**config.mk**
```make
export PLATFORM = sky130hd
export DESIGN_NAME = tdm_demux64_flat
export DESIGN_NICKNAME = d
export VERILOG_FILES = /design/src/rtl/tdm_demux_pkg.sv /design/src/rtl/tdm_demux64_if.sv /design/src/rtl/tdm_slot_ctr.sv /design/src/rtl/tdm_demux64.sv /design/src/flat_wrapper.sv
export SDC_FILE = /design/constraint.sdc
export NUM_CORES = 1
export LEC_CHECK = 0
export CAP_MARGIN = 20
export CORE_MARGIN = 2
export CORE_UTILIZATION = 35
export CTS_CLUSTER_SIZE = 28
export DETAILED_ROUTE_END_ITERATION = 8
export PLACE_DENSITY = 0.51
export SLEW_MARGIN = 20
export SYNTH_ARGS = -nofsm -noshare
export SYNTH_HDL_FRONTEND = slang
export SYNTH_HIERARCHICAL = 1
export SYNTH_SLANG_ARGS = --single-unit
```
**constraint.sdc**
```tcl
create_clock -name clk -period 4.37 [get_ports clk]
set_input_delay 0.874 -clock clk [delete_from_list [all_inputs] [get_ports clk]]
set_output_delay 0.874 -clock clk [all_outputs]
set_load 0.05 [all_outputs]
```
**src/rtl/tdm_demux_pkg.sv**
```systemverilog
// Shared definitions for the 64-channel TDM demultiplexer.
// Contents:
//   N_CH_DEFAULT - default channel count per frame
//   sel_w()      - slot index width for a given channel count
//   slot_t       - slot index type at the default channel count
package tdm_demux_pkg;

    localparam int unsigned N_CH_DEFAULT = 64;

    // Channel count is a power of two and at least 2, so this is never 0.
    function automatic int unsigned sel_w(input int unsigned n_ch);
        return $clog2(n_ch);
    endfunction

    typedef logic [sel_w(N_CH_DEFAULT)-1:0] slot_t;

endpackage

```
**src/rtl/tdm_demux64_if.sv**
```systemverilog
// Bus interface of the TDM demultiplexer: serial input side, parallel output
// handshake, error flags and their clear.
// Signals:
//   in_valid, in_bit, in_sof   - serial bit stream with start-of-frame marker
//   out_ready                  - downstream accepts out_data
//   clr_err                    - synchronous clear of sticky flags
//   out_data, out_valid        - assembled frame and its valid
//   slot                       - slot the next accepted bit will occupy
//   overflow, frame_err        - sticky error flags
// Modports: master drives the inputs (source/sink side), slave is the demux.
interface tdm_demux64_if
    import tdm_demux_pkg::*;
#(
    parameter int unsigned N_CH = N_CH_DEFAULT
);
    localparam int unsigned SEL_W = sel_w(N_CH);

    logic             in_valid;
    logic             in_bit;
    logic             in_sof;
    logic             out_ready;
    logic             clr_err;
    logic [N_CH-1:0]  out_data;
    logic             out_valid;
    logic [SEL_W-1:0] slot;
    logic             overflow;
    logic             frame_err;

    modport master (
        output in_valid, in_bit, in_sof, out_ready, clr_err,
        input  out_data, out_valid, slot, overflow, frame_err
    );

    modport slave (
        input  in_valid, in_bit, in_sof, out_ready, clr_err,
        output out_data, out_valid, slot, overflow, frame_err
    );

endinterface

```
**src/rtl/tdm_slot_ctr.sv**
```systemverilog
// Slot counter for the TDM demultiplexer. Tracks which channel slot the next
// accepted bit lands in, resolves start-of-frame into an effective slot,
// flags first/last slot of a frame and raises a sticky frame error when a
// start-of-frame arrives mid-frame.
// Ports:
//   clk, rst_n  - clock, asynchronous active-low reset
//   in_valid    - a bit is accepted this cycle
//   in_sof      - start of frame, qualified by in_valid
//   clr_err     - clear frame_err (a simultaneous set wins)
//   slot        - registered slot for the next accepted bit
//   s_eff       - slot the current bit occupies (0 on start of frame)
//   first, last - current accept is slot 0 / slot N_CH-1
//   frame_err   - sticky: in_sof seen with slot != 0
module tdm_slot_ctr
    import tdm_demux_pkg::*;
#(
    parameter int unsigned N_CH = N_CH_DEFAULT,
    localparam int unsigned SEL_W = sel_w(N_CH)
) (
    input  logic             clk,
    input  logic             rst_n,
    input  logic             in_valid,
    input  logic             in_sof,
    input  logic             clr_err,
    output logic [SEL_W-1:0] slot,
    output logic [SEL_W-1:0] s_eff,
    output logic             first,
    output logic             last,
    output logic             frame_err
);

    localparam logic [SEL_W-1:0] LastSlot = SEL_W'(N_CH - 1);

    logic [SEL_W-1:0] slot_q, slot_d;
    logic             frame_err_q, frame_err_d;

    always_comb begin
        s_eff       = (in_valid && in_sof) ? '0 : slot_q;
        first       = in_valid && (s_eff == '0);
        last        = in_valid && (s_eff == LastSlot);
        // N_CH is a power of two, so the natural carry-out gives the wrap.
        slot_d      = in_valid ? s_eff + SEL_W'(1) : slot_q;
        frame_err_d = clr_err ? 1'b0 : frame_err_q;
        if (in_valid && in_sof && (slot_q != '0)) begin
            frame_err_d = 1'b1;
        end
    end

    always_ff @(posedge clk or negedge rst_n) begin
        if (!rst_n) begin
            slot_q      <= '0;
            frame_err_q <= 1'b0;
        end else begin
            slot_q      <= slot_d;
            frame_err_q <= frame_err_d;
        end
    end

    assign slot      = slot_q;
    assign frame_err = frame_err_q;

endmodule

```
**src/rtl/tdm_demux64.sv**
```systemverilog
// Time-division demultiplexer: collects one serial bit per valid cycle into
// the slot chosen by an auto-incrementing counter, assembles a full frame in
// a shadow register and hands it to a single-entry valid/ready output buffer.
// A completed frame that meets a blocked buffer is dropped (sticky overflow).
// Ports:
//   clk, rst_n - clock, asynchronous active-low reset
//   bus        - slave side of tdm_demux64_if (serial in, frame out, flags)
module tdm_demux64
    import tdm_demux_pkg::*;
#(
    parameter int unsigned N_CH = N_CH_DEFAULT
) (
    input logic           clk,
    input logic           rst_n,
    tdm_demux64_if.slave  bus
);

    localparam int unsigned SEL_W = sel_w(N_CH);

    logic [SEL_W-1:0] s_eff;
    logic             first;
    logic             last;

    tdm_slot_ctr #(
        .N_CH (N_CH)
    ) u_slot_ctr (
        .clk       (clk),
        .rst_n     (rst_n),
        .in_valid  (bus.in_valid),
        .in_sof    (bus.in_sof),
        .clr_err   (bus.clr_err),
        .slot      (bus.slot),
        .s_eff     (s_eff),
        .first     (first),
        .last      (last),
        .frame_err (bus.frame_err)
    );

    logic [N_CH-1:0] shadow_q, shadow_d;
    logic [N_CH-1:0] out_data_q, out_data_d;
    logic            out_valid_q, out_valid_d;
    logic            overflow_q, overflow_d;
    logic [N_CH-1:0] frame;

    always_comb begin
        shadow_d    = shadow_q;
        out_data_d  = out_data_q;
        out_valid_d = out_valid_q;
        overflow_d  = bus.clr_err ? 1'b0 : overflow_q;

        // Completed frame: shadow with the final bit merged in.
        frame           = shadow_q;
        frame[N_CH-1]   = bus.in_bit;

        if (bus.in_valid) begin
            if (first) begin
                // A fresh or restarted frame must not inherit stale bits.
                shadow_d    = '0;
                shadow_d[0] = bus.in_bit;
            end else begin
                shadow_d[s_eff] = bus.in_bit;
            end
        end

        if (last) begin
            if (!out_valid_q || bus.out_ready) begin
                out_data_d  = frame;
                out_valid_d = 1'b1;
            end else begin
                overflow_d = 1'b1;
            end
        end else if (out_valid_q && bus.out_ready) begin
            out_valid_d = 1'b0;
        end
    end

    always_ff @(posedge clk or negedge rst_n) begin
        if (!rst_n) begin
            shadow_q    <= '0;
            out_data_q  <= '0;
            out_valid_q <= 1'b0;
            overflow_q  <= 1'b0;
        end else begin
            shadow_q    <= shadow_d;
            out_data_q  <= out_data_d;
            out_valid_q <= out_valid_d;
            overflow_q  <= overflow_d;
        end
    end

    assign bus.out_data  = out_data_q;
    assign bus.out_valid = out_valid_q;
    assign bus.overflow  = overflow_q;

endmodule
```
**src/flat_wrapper.sv**
```systemverilog
// flat-port wrapper written by rule: the top's interface ports become plain ports
module tdm_demux64_flat import tdm_demux_pkg::*;
#(
    parameter int unsigned N_CH = N_CH_DEFAULT
)
  (clk, rst_n, bus_in_valid, bus_in_bit, bus_in_sof, bus_out_ready, bus_clr_err, bus_out_data, bus_out_valid, bus_slot, bus_overflow, bus_frame_err);
  tdm_demux64_if #(.N_CH(N_CH)) bus_i ();
  input logic clk;
  input logic rst_n;
  input wire logic [$bits(bus_i.in_valid)-1:0] bus_in_valid;
  input wire logic [$bits(bus_i.in_bit)-1:0] bus_in_bit;
  input wire logic [$bits(bus_i.in_sof)-1:0] bus_in_sof;
  input wire logic [$bits(bus_i.out_ready)-1:0] bus_out_ready;
  input wire logic [$bits(bus_i.clr_err)-1:0] bus_clr_err;
  output wire logic [$bits(bus_i.out_data)-1:0] bus_out_data;
  output wire logic [$bits(bus_i.out_valid)-1:0] bus_out_valid;
  output wire logic [$bits(bus_i.slot)-1:0] bus_slot;
  output wire logic [$bits(bus_i.overflow)-1:0] bus_overflow;
  output wire logic [$bits(bus_i.frame_err)-1:0] bus_frame_err;
  assign bus_i.in_valid = bus_in_valid;
  assign bus_i.in_bit = bus_in_bit;
  assign bus_i.in_sof = bus_in_sof;
  assign bus_i.out_ready = bus_out_ready;
  assign bus_i.clr_err = bus_clr_err;
  assign bus_out_data = bus_i.out_data;
  assign bus_out_valid = bus_i.out_valid;
  assign bus_slot = bus_i.slot;
  assign bus_overflow = bus_i.overflow;
  assign bus_frame_err = bus_i.frame_err;
  tdm_demux64 #(.N_CH(N_CH)) u_core (.clk(clk), .rst_n(rst_n), .bus(bus_i));
endmodule
```
==> results.toml, run 1 <==
[run_status]
status = "finished clean"

[drt]
vias = 3816
final_antenna_net_count = 0
drc_errors = 0
dr.first_iter.drc_count = 235
routed_wl_um = 13300
drt_pass1_iterations = 4
viasPerCell = 5.11
wl_per_cell_um = 17.8

[power_and_ir_drop]
swShare_pct = 28.4
p_per_area_nw_per_um2 = 486
pwr-share-comb_pct = 16.9
internal-power_mw = 2.57
total_power_mw = 3.59
net-switching-power_mw = 1.02
p_seq_share_pct = 40.7
pwr-share-clk_pct = 42.4
power.leakage_nw = 3.34
vdd_drop_max_mv = 0.362

[synth]
ys.warnings.count = 6
synth-seq-cells = 136
netlist_area_um2 = 5800
synth_top_cell_by_area = "dfrtp_1"
syn_nets = 450
seq_area_frac_synth_pct = 58.7
netlist_instances = 442
synth_cell_types = 45
synth_top_area_share_pct = 58.7
synth.avg_cell_area_um2 = 13.1
synth_area_leaders = "dfrtp_1 59%, mux2_1 12%, a32o_1 11%"

[finish]
syn2layout_area_growth_pct = 27.2
fin_util_pct = 45.0
final_common_cell = "dfrtp_1"
diodes = 0
fillerInstances = 1486
layout.nets = 522
layout_common_cells = "136 x dfrtp_1, 78 x clkdlybuf4s50_1, 69 x nand2_1, 62 x a32o_1, 60 x mux2_1"
drive_gt1_share_pct = 12.7

[timing]
min_period_ns = 3.20
slew_viol_final = 0
finalHoldViolCount = 0
fmax_mhz = 313
worst_pin_slew_ns = 0.896
fin_tns_setup_ns = 0
setup_violations = 0
relSlewSlack_pct = 40.3
final.setup_skew_ns = 0.00715
period_share_pct = 73.1
rsz0062_at_grt = "no"

[hold_path]
hold_class = "flip-flop to flip-flop"

[floorplan]
die_y_um = 133
std_cell_rows = 47
coreArea_um2 = 16400
fp.dieW_um = 133
die_area_um2 = 17600
ioPinCount = 80
initial_utilization_pct = 35.4

[grt]
track_usage_pct = 16.0
grt_max_degree = 88
grt_first_pass_wirelength_um = 21900
grt_pass1_vias = 3937
grt-ovfl-total = 0
antenna_found_initial = 0

[run]
cap_violations = 0

[critical_path]
required_ns = 4.67
start_kind = "primary input"
cp_slowest_cell = "nor3b_4"
cp_max_fo = 16
critPathArrivalTime_ns = 3.50
critPathKind = "primary input to flip-flop"
slowest_delay_ns = 0.82
cp-end-kind = "flip-flop"
path_cells = "clkdlybuf4s50_1 > a21oi_1 > nor3b_4 > nand2_1 > a32o_1"

[cts]
cts.clk_slew.worst_paths_ns = 0.06
htree_levels = 4
clock_sinks = 136
post_cts_buffers = 0
cts_hold_buf = 0
cts_tree = "yes"
root_buffer = "clkbuf_16"
clk_path_buf_depth = 2
cts.repair.resized = 0
insertion_delay_ns = 0.42
cts-buffers-inserted = 17

[placed_design]
port_buffers = 79
hpwl_um = 8660
place_congestion = 0.748
sequential cells by signal, summed over array words and instances (netlist names):
register                     cells
u_core/u_slot_ctr/slot           6
u_core/bus.out_data             64
u_core/shadow_q                 63
u_core/bus.overflow              1
u_core/u_slot_ctr/frame_err      1
u_core/bus.out_valid             1
power by group through the flow:
stage / logic (mW) / clock network, mW / registers, mW
floorplan: 0.376 / 0 / 1.53
global placement: 0.597 / 0 / 1.48
detailed placement: 0.612 / 0 / 1.48
CTS: 0.615 / 1.55 / 1.46
global route: 0.659 / 1.62 / 1.48
finish: 0.607 / 1.52 / 1.46
critical path: cells and delay by family:
kind	cells	cell delay, ns
buffers and inverters	1	0.59
AOI/OAI and AO/OA	2	1.08
and+or+nand+nor	2	0.94
cell usage after synthesis, drive strengths merged:
master and count:
inv 7, and4 1, nor3 4, nand3b 2, nor2b 1, nand3 2
nor2 7, a21oi 4, nand4bb 1, nand4b 1, ha 1, nand4 1
nand2 71, a32o 62, clkbuf 2, o22ai 2, a21boi 1, or2b 1
buf 38, and3 1, nor4 1, nor4bb 3, nor3b 3, and2 2
mux2 67, nand2b 5, o211a 1, o211ai 1, or3 1, dfrtp 136
and3b 3, or4 1, o311ai 1, o21ai 1, nor4b 1, and4b 4
a21o 1
per-layer routing:
metal  vias up  track usage [%]  part of all wire [%]
met1      1929             22.0                    49
li1       1784                -                     -
met2        91             24.6                    45
met3        12             4.41                   4.5
met5         -                0                     0
met4         0             5.50                   1.1
cell type report:
type                       count  area (µm²)  area share (%)
clock buffer                  20         457            6.19
clock inverter                12         174            2.36
inverter                       7        26.3           0.356
multi-input combinational    259        2150            29.1
sequential                   136        3400            46.1
tap                          220         275            3.73
timing repair buffer          93         897            12.2
stage by stage:
| step | setup WS [ns] | hold slack (ns) | cell area (µm²) | std cells |
|---|---|---|---|---|
| floorplan | 1.96 | 0.458 | 5800 | 442 |
| global placement | 0.877 | 0.468 | 6750 | 715 |
| detailed placement | 0.765 | 0.474 | 6750 | 715 |
| CTS | 1.21 | 0.482 | 7380 | 747 |
| global route | 0.971 | 0.503 | 7380 | 747 |
| finish | 1.17 | 0.482 | 7380 | 747 |
cells by family (layout without fill, tap and decap cells):
family | count (synthesis) | count (layout) | share of synthesized area (%)
AND/OR/NAND/NOR | 117 | 117 | 11.5
multiplexers | 67 | 67 | 13.1
flip-flops | 136 | 136 | 58.7
adder cells (fa/ha/maj) | 1 | 1 | 0.216
buffers and inverters | 47 | 132 | 4.42
AO/OA/AOI/OAI | 74 | 74 | 12.1
path summary, 6_finish.rpt:
| path | to | from | slack (ns) | cells after the start |
|---|---|---|---|---|
| worst max register to register | u_core/shadow_q[36] | u_core/u_slot_ctr/slot[2] | 1.78 | 5 |
| worst max-delay path | u_core/shadow_q[36] | bus_in_valid | 1.17 | 5 |
| min in group asynchronous | u_core/bus.out_data[17] | rst_n | 0.53 | 1 |
| max in group asynchronous | u_core/shadow_q[28] | rst_n | 2.96 | 2 |
| worst min-delay path | u_core/u_slot_ctr/frame_err | u_core/u_slot_ctr/frame_err | 0.48 | 1 |
| worst min register to register | u_core/u_slot_ctr/frame_err | u_core/u_slot_ctr/frame_err | 0.48 | 1 |
Power figures use the tool's default switching activity.
==> inputs of run 2 (changes only) <==
Clock period 4.37 ns to 3.05 ns, I/O delays scaled along.
==> results.toml, run 2 (synthesis results as in run 1) <==
[timing]
setup_ws_ns = 0.517
fmax_mhz = 395
min_period_ns = 2.53
slew_viol_final = 0
whs_ns = 0.109
worst_pin_slew_ns = 0.546
fin_tns_setup_ns = 0
finalHoldViolCount = 0
setup_violations = 0
period_share_pct = 83.1
relSlewSlack_pct = 63.6
final.setup_skew_ns = 0.00704
rsz0062_at_grt = "no"

[floorplan]
die_area_um2 = 17600
die_y_um = 133
initial_utilization_pct = 35.4
ioPinCount = 80
coreArea_um2 = 16400
std_cell_rows = 47
fp.dieW_um = 133

[finish]
syn2layout_area_growth_pct = 27.9
diodes = 0
layout_common_cells = "136 x dfrtp_1, 78 x clkdlybuf4s50_1, 69 x nand2_1, 62 x a32o_1, 60 x mux2_1"
largest_reg_flops = 64
drive_gt1_share_pct = 14.8
layout.nets = 537
final_common_cell = "dfrtp_1"

[critical_path]
reg2reg_from = "u_core/u_slot_ctr/slot[0]"
cp_slowest_cell = "clkdlybuf4s50_1"
cp-end-kind = "flip-flop"
cp_max_fo = 9
critPathKind = "primary input to flip-flop"
cpMostUsedCell = "nand2_1"
cp.buffers_inverters = 1
path_delay_family = "simple AND/OR/NAND/NOR gates"
path_cells = "clkdlybuf4s50_1 > nand2_1 > nand2_1 > ha_1 > o211a_1 > nand4bb_1 > nor3_2 > a32o_1"
slowest_delay_ns = 0.54
start_kind = "primary input"
rrSetupSlack_ns = 0.90
timing.rr.end = "u_core/shadow_q[7]"
required_ns = 3.40
r2r_cells = 6
critPathArrivalTime_ns = 2.88
cp.depth = 8

[drt]
routed_wl_um = 12900
drt_pass1_iterations = 4
wl_per_cell_um = 17.0
dr.first_iter.drc_count = 287
viasPerCell = 5.17
vias = 3934
final_antenna_net_count = 0
drc_errors = 0

[grt]
antenna_found_initial = 0
grt-ovfl-total = 0
grt_use_met2_pct = 23.7
use_met3_pct = 4.52
grt_max_degree = 68
track_usage_pct = 15.6
grt_first_pass_wirelength_um = 21500
use_met1_pct = 21.4
busiest_layer = "met2"
grt_pass1_vias = 3958

[cts]
insertion_delay_ns = 0.42
clock_sinks = 136
root_buffer = "clkbuf_16"
cts_tree = "yes"
cts-buffers-inserted = 17
htree_levels = 4
cts_hold_buf = 0
cts.repair.resized = 0
cts.clk_slew.worst_paths_ns = 0.05
post_cts_buffers = 0
clk_path_buf_depth = 2

[placed_design]
port_buffers = 79
preCtsSetupSlack_ns = 0.0926
place_congestion = 0.752
hpwl_um = 8580

[power_and_ir_drop]
power.leakage_nw = 3.41
p_per_area_nw_per_um2 = 655
vdd_drop_max_mv = 0.434
total_power_mw = 4.86

[run]
cap_violations = 0

[hold_path]
hold_class = "primary input to async pin"

[run_status]
status = "finished clean"
==> run 2: cell types whose count changed in the layout (fill, tap and decap cells not counted), sizes merged <==
cell,change
buf,+15
bufinv,-4
clkinv,+4
clkinvlp,-4
clkbuf,+3
==> run 2: worst max path at each step <==
| stage | start | endpoint | slack [ns] |
|---|---|---|---|
| floorplan | bus_in_valid | u_core/shadow_q[1] | 0.90 |
| global placement | bus_in_sof | u_core/shadow_q[1] | 0.11 |
| detailed placement | bus_in_sof | u_core/shadow_q[7] | 0.09 |
| CTS | bus_in_sof | u_core/shadow_q[7] | 0.53 |
| global route | bus_in_sof | u_core/shadow_q[7] | 0.32 |
| finish | bus_in_sof | u_core/shadow_q[7] | 0.52 |
==> run 2: layout make-up <==
cell class	instances	area (µm²)
well taps	220	275
clock buffers	23	488
repair buffers	108	1030
multi-input cells	259	2150
clock inverters	8	47.5
inverters	7	26.3
flip-flops and latches	136	3400
fillers	1501	8980
==> run 2: power breakdown <==
group / switching, mW / internal, mW / total (mW)
registers: 0.141 / 1.96 / 2.10
clock network: 0.725 / 1.11 / 1.84
logic: 0.562 / 0.361 / 0.922
total: 1.43 / 3.43 / 4.86
==> run 2: layer usage <==
metal,wire [µm],up-vias
met5,0,-
met4,157,0
met3,545,12
met2,5920,93
met1,6290,2025
li1,-,1804
==> run 2: metrics by stage <==
stage	area [µm²]	cells	util [%]
after CTS	7420	761	45.2
after global routing	7420	761	45.2
after global placement	6890	730	42.0
final	7420	761	45.2
after floorplan	5800	442	-
after detailed placement	6890	730	42.0
==> inputs of run 3 (changes only) <==
Clock period 3.05 ns to 2.6 ns, I/O delays scaled along.
==> results.toml, run 3 (synthesis results as in run 1) <==
[drt]
routed_wl_um = 13100
viasPerCell = 5.11
wl_met1_um = 6380
wl_met3_um = 581
drt_pass1_iterations = 4
wl_met2_um = 5990
dr.first_iter.drc_count = 207
highest_layer = "met4"
vias = 3936
drc_errors = 0
final_antenna_net_count = 0
wl_per_cell_um = 17.0

[timing]
period_share_pct = 88.7
rsz0062_at_grt = "no"
final.setup_skew_ns = 0.00752
relSlewSlack_pct = 62.6
setup_violations = 0
fmax_mhz = 433
slew_viol_final = 0
min_period_ns = 2.31
whs_ns = 0.0721
fin_tns_setup_ns = 0
worst_pin_slew_ns = 0.561
finalHoldViolCount = 0

[critical_path]
cp-end-kind = "primary output"
slowest_delay_ns = 0.86
critPathArrivalTime_ns = 1.79
cp.buffers_inverters = 1
start_kind = "flip-flop"
cp_max_fo = 8
critPathKind = "flip-flop to primary output"
cp_slowest_cell = "clkdlybuf4s50_1"
path_delay_family = "buffers and inverters"
required_ns = 2.08
path_cells = "clkdlybuf4s50_1"

[placed_design]
port_buffers = 79
hpwl_um = 8880
place_congestion = 0.765
placedCellCount = 739

[cts]
clk_path_buf_depth = 2
insertion_delay_ns = 0.42
htree_levels = 4
clock_sinks = 136
cts_hold_buf = 0
cts-buffers-inserted = 17
cts.repair.resized = 0
cts_tree = "yes"
cts.clk_slew.worst_paths_ns = 0.06
root_buffer = "clkbuf_16"
post_cts_buffers = 0

[grt]
antenna_found_initial = 0
grt_pass1_vias = 3972
grt-ovfl-total = 0
grt_max_degree = 58
track_usage_pct = 15.8
grt_first_pass_wirelength_um = 21700

[finish]
final_common_cell = "dfrtp_1"
layout.nets = 546
diodes = 0
syn2layout_area_growth_pct = 30.8
drive_gt1_share_pct = 16.0
multiInputGateArea_um2 = 2150
largest_reg_flops = 64
fillerInstances = 1476
fin_util_pct = 46.3
register_area_um2 = 3400
post_layout_nonfiller_instances = 771
layout_common_cells = "136 x dfrtp_1, 78 x clkdlybuf4s50_1, 69 x nand2_1, 62 x a32o_1, 60 x mux2_1"

[floorplan]
std_cell_rows = 47
die_area_um2 = 17600
initial_utilization_pct = 35.4
ioPinCount = 80
die_y_um = 133
fp.dieW_um = 133
coreArea_um2 = 16400

[run]
cap_violations = 0

[power_and_ir_drop]
vdd_drop_max_mv = 0.480
power.leakage_nw = 3.48
p_per_area_nw_per_um2 = 778

[run_status]
status = "finished clean"

[hold_path]
hold_class = "primary input to async pin"
==> run 3: worst paths after layout <==
check	startpoint	end	slack (ns)	cells after the start
worst max-delay path	u_core/u_slot_ctr/slot[0]	bus_slot[0]	0.29	1
worst min-delay path	rst_n	u_core/shadow_q[15]	0.07	1
worst max register to register	u_core/u_slot_ctr/slot[0]	u_core/shadow_q[16]	0.65	7
worst min register to register	u_core/bus.out_data[26]	u_core/bus.out_data[26]	0.49	1
max in group asynchronous	rst_n	u_core/shadow_q[59]	1.82	2
min in group clk	u_core/bus.out_data[26]	u_core/bus.out_data[26]	0.49	1
==> run 3: report_power, final <==
part / total [mW] / switching (mW) / internal (mW) / leakage (nW)
clock: 2.29 / 0.854 / 1.44 / 0.277
sequential: 2.46 / 0.164 / 2.30 / 1.88
combinational: 1.15 / 0.665 / 0.483 / 1.32
==> run 3: metal layers <==
metal	up-vias	GRT usage, %
li1	1831	-
met1	1999	22.0
met2	90	23.6
met3	16	4.90
met4	0	5.02
met5	-	0
==> run 3: final cells by class <==
type,count,share of cell area [%]
Clock buffer,26,6.71
Clock inverter,6,0.841
Inverter,7,0.346
Multi-Input combinational cell,259,28.3
Sequential cell,136,44.8
Tap cell,220,3.63
Timing Repair Buffer,117,15.3
==> run 3: stage by stage <==
stage                     instance area, µm²  setup WS (ns)  total power, mW
after floorplan                         5800          0.542             3.20
after global placement                  7020         0.0918             3.64
after detailed placement                7020         0.0426             3.66
after CTS                               7590          0.263             5.99
after global routing                    7590          0.222             6.20
final                                   7590          0.293             5.91
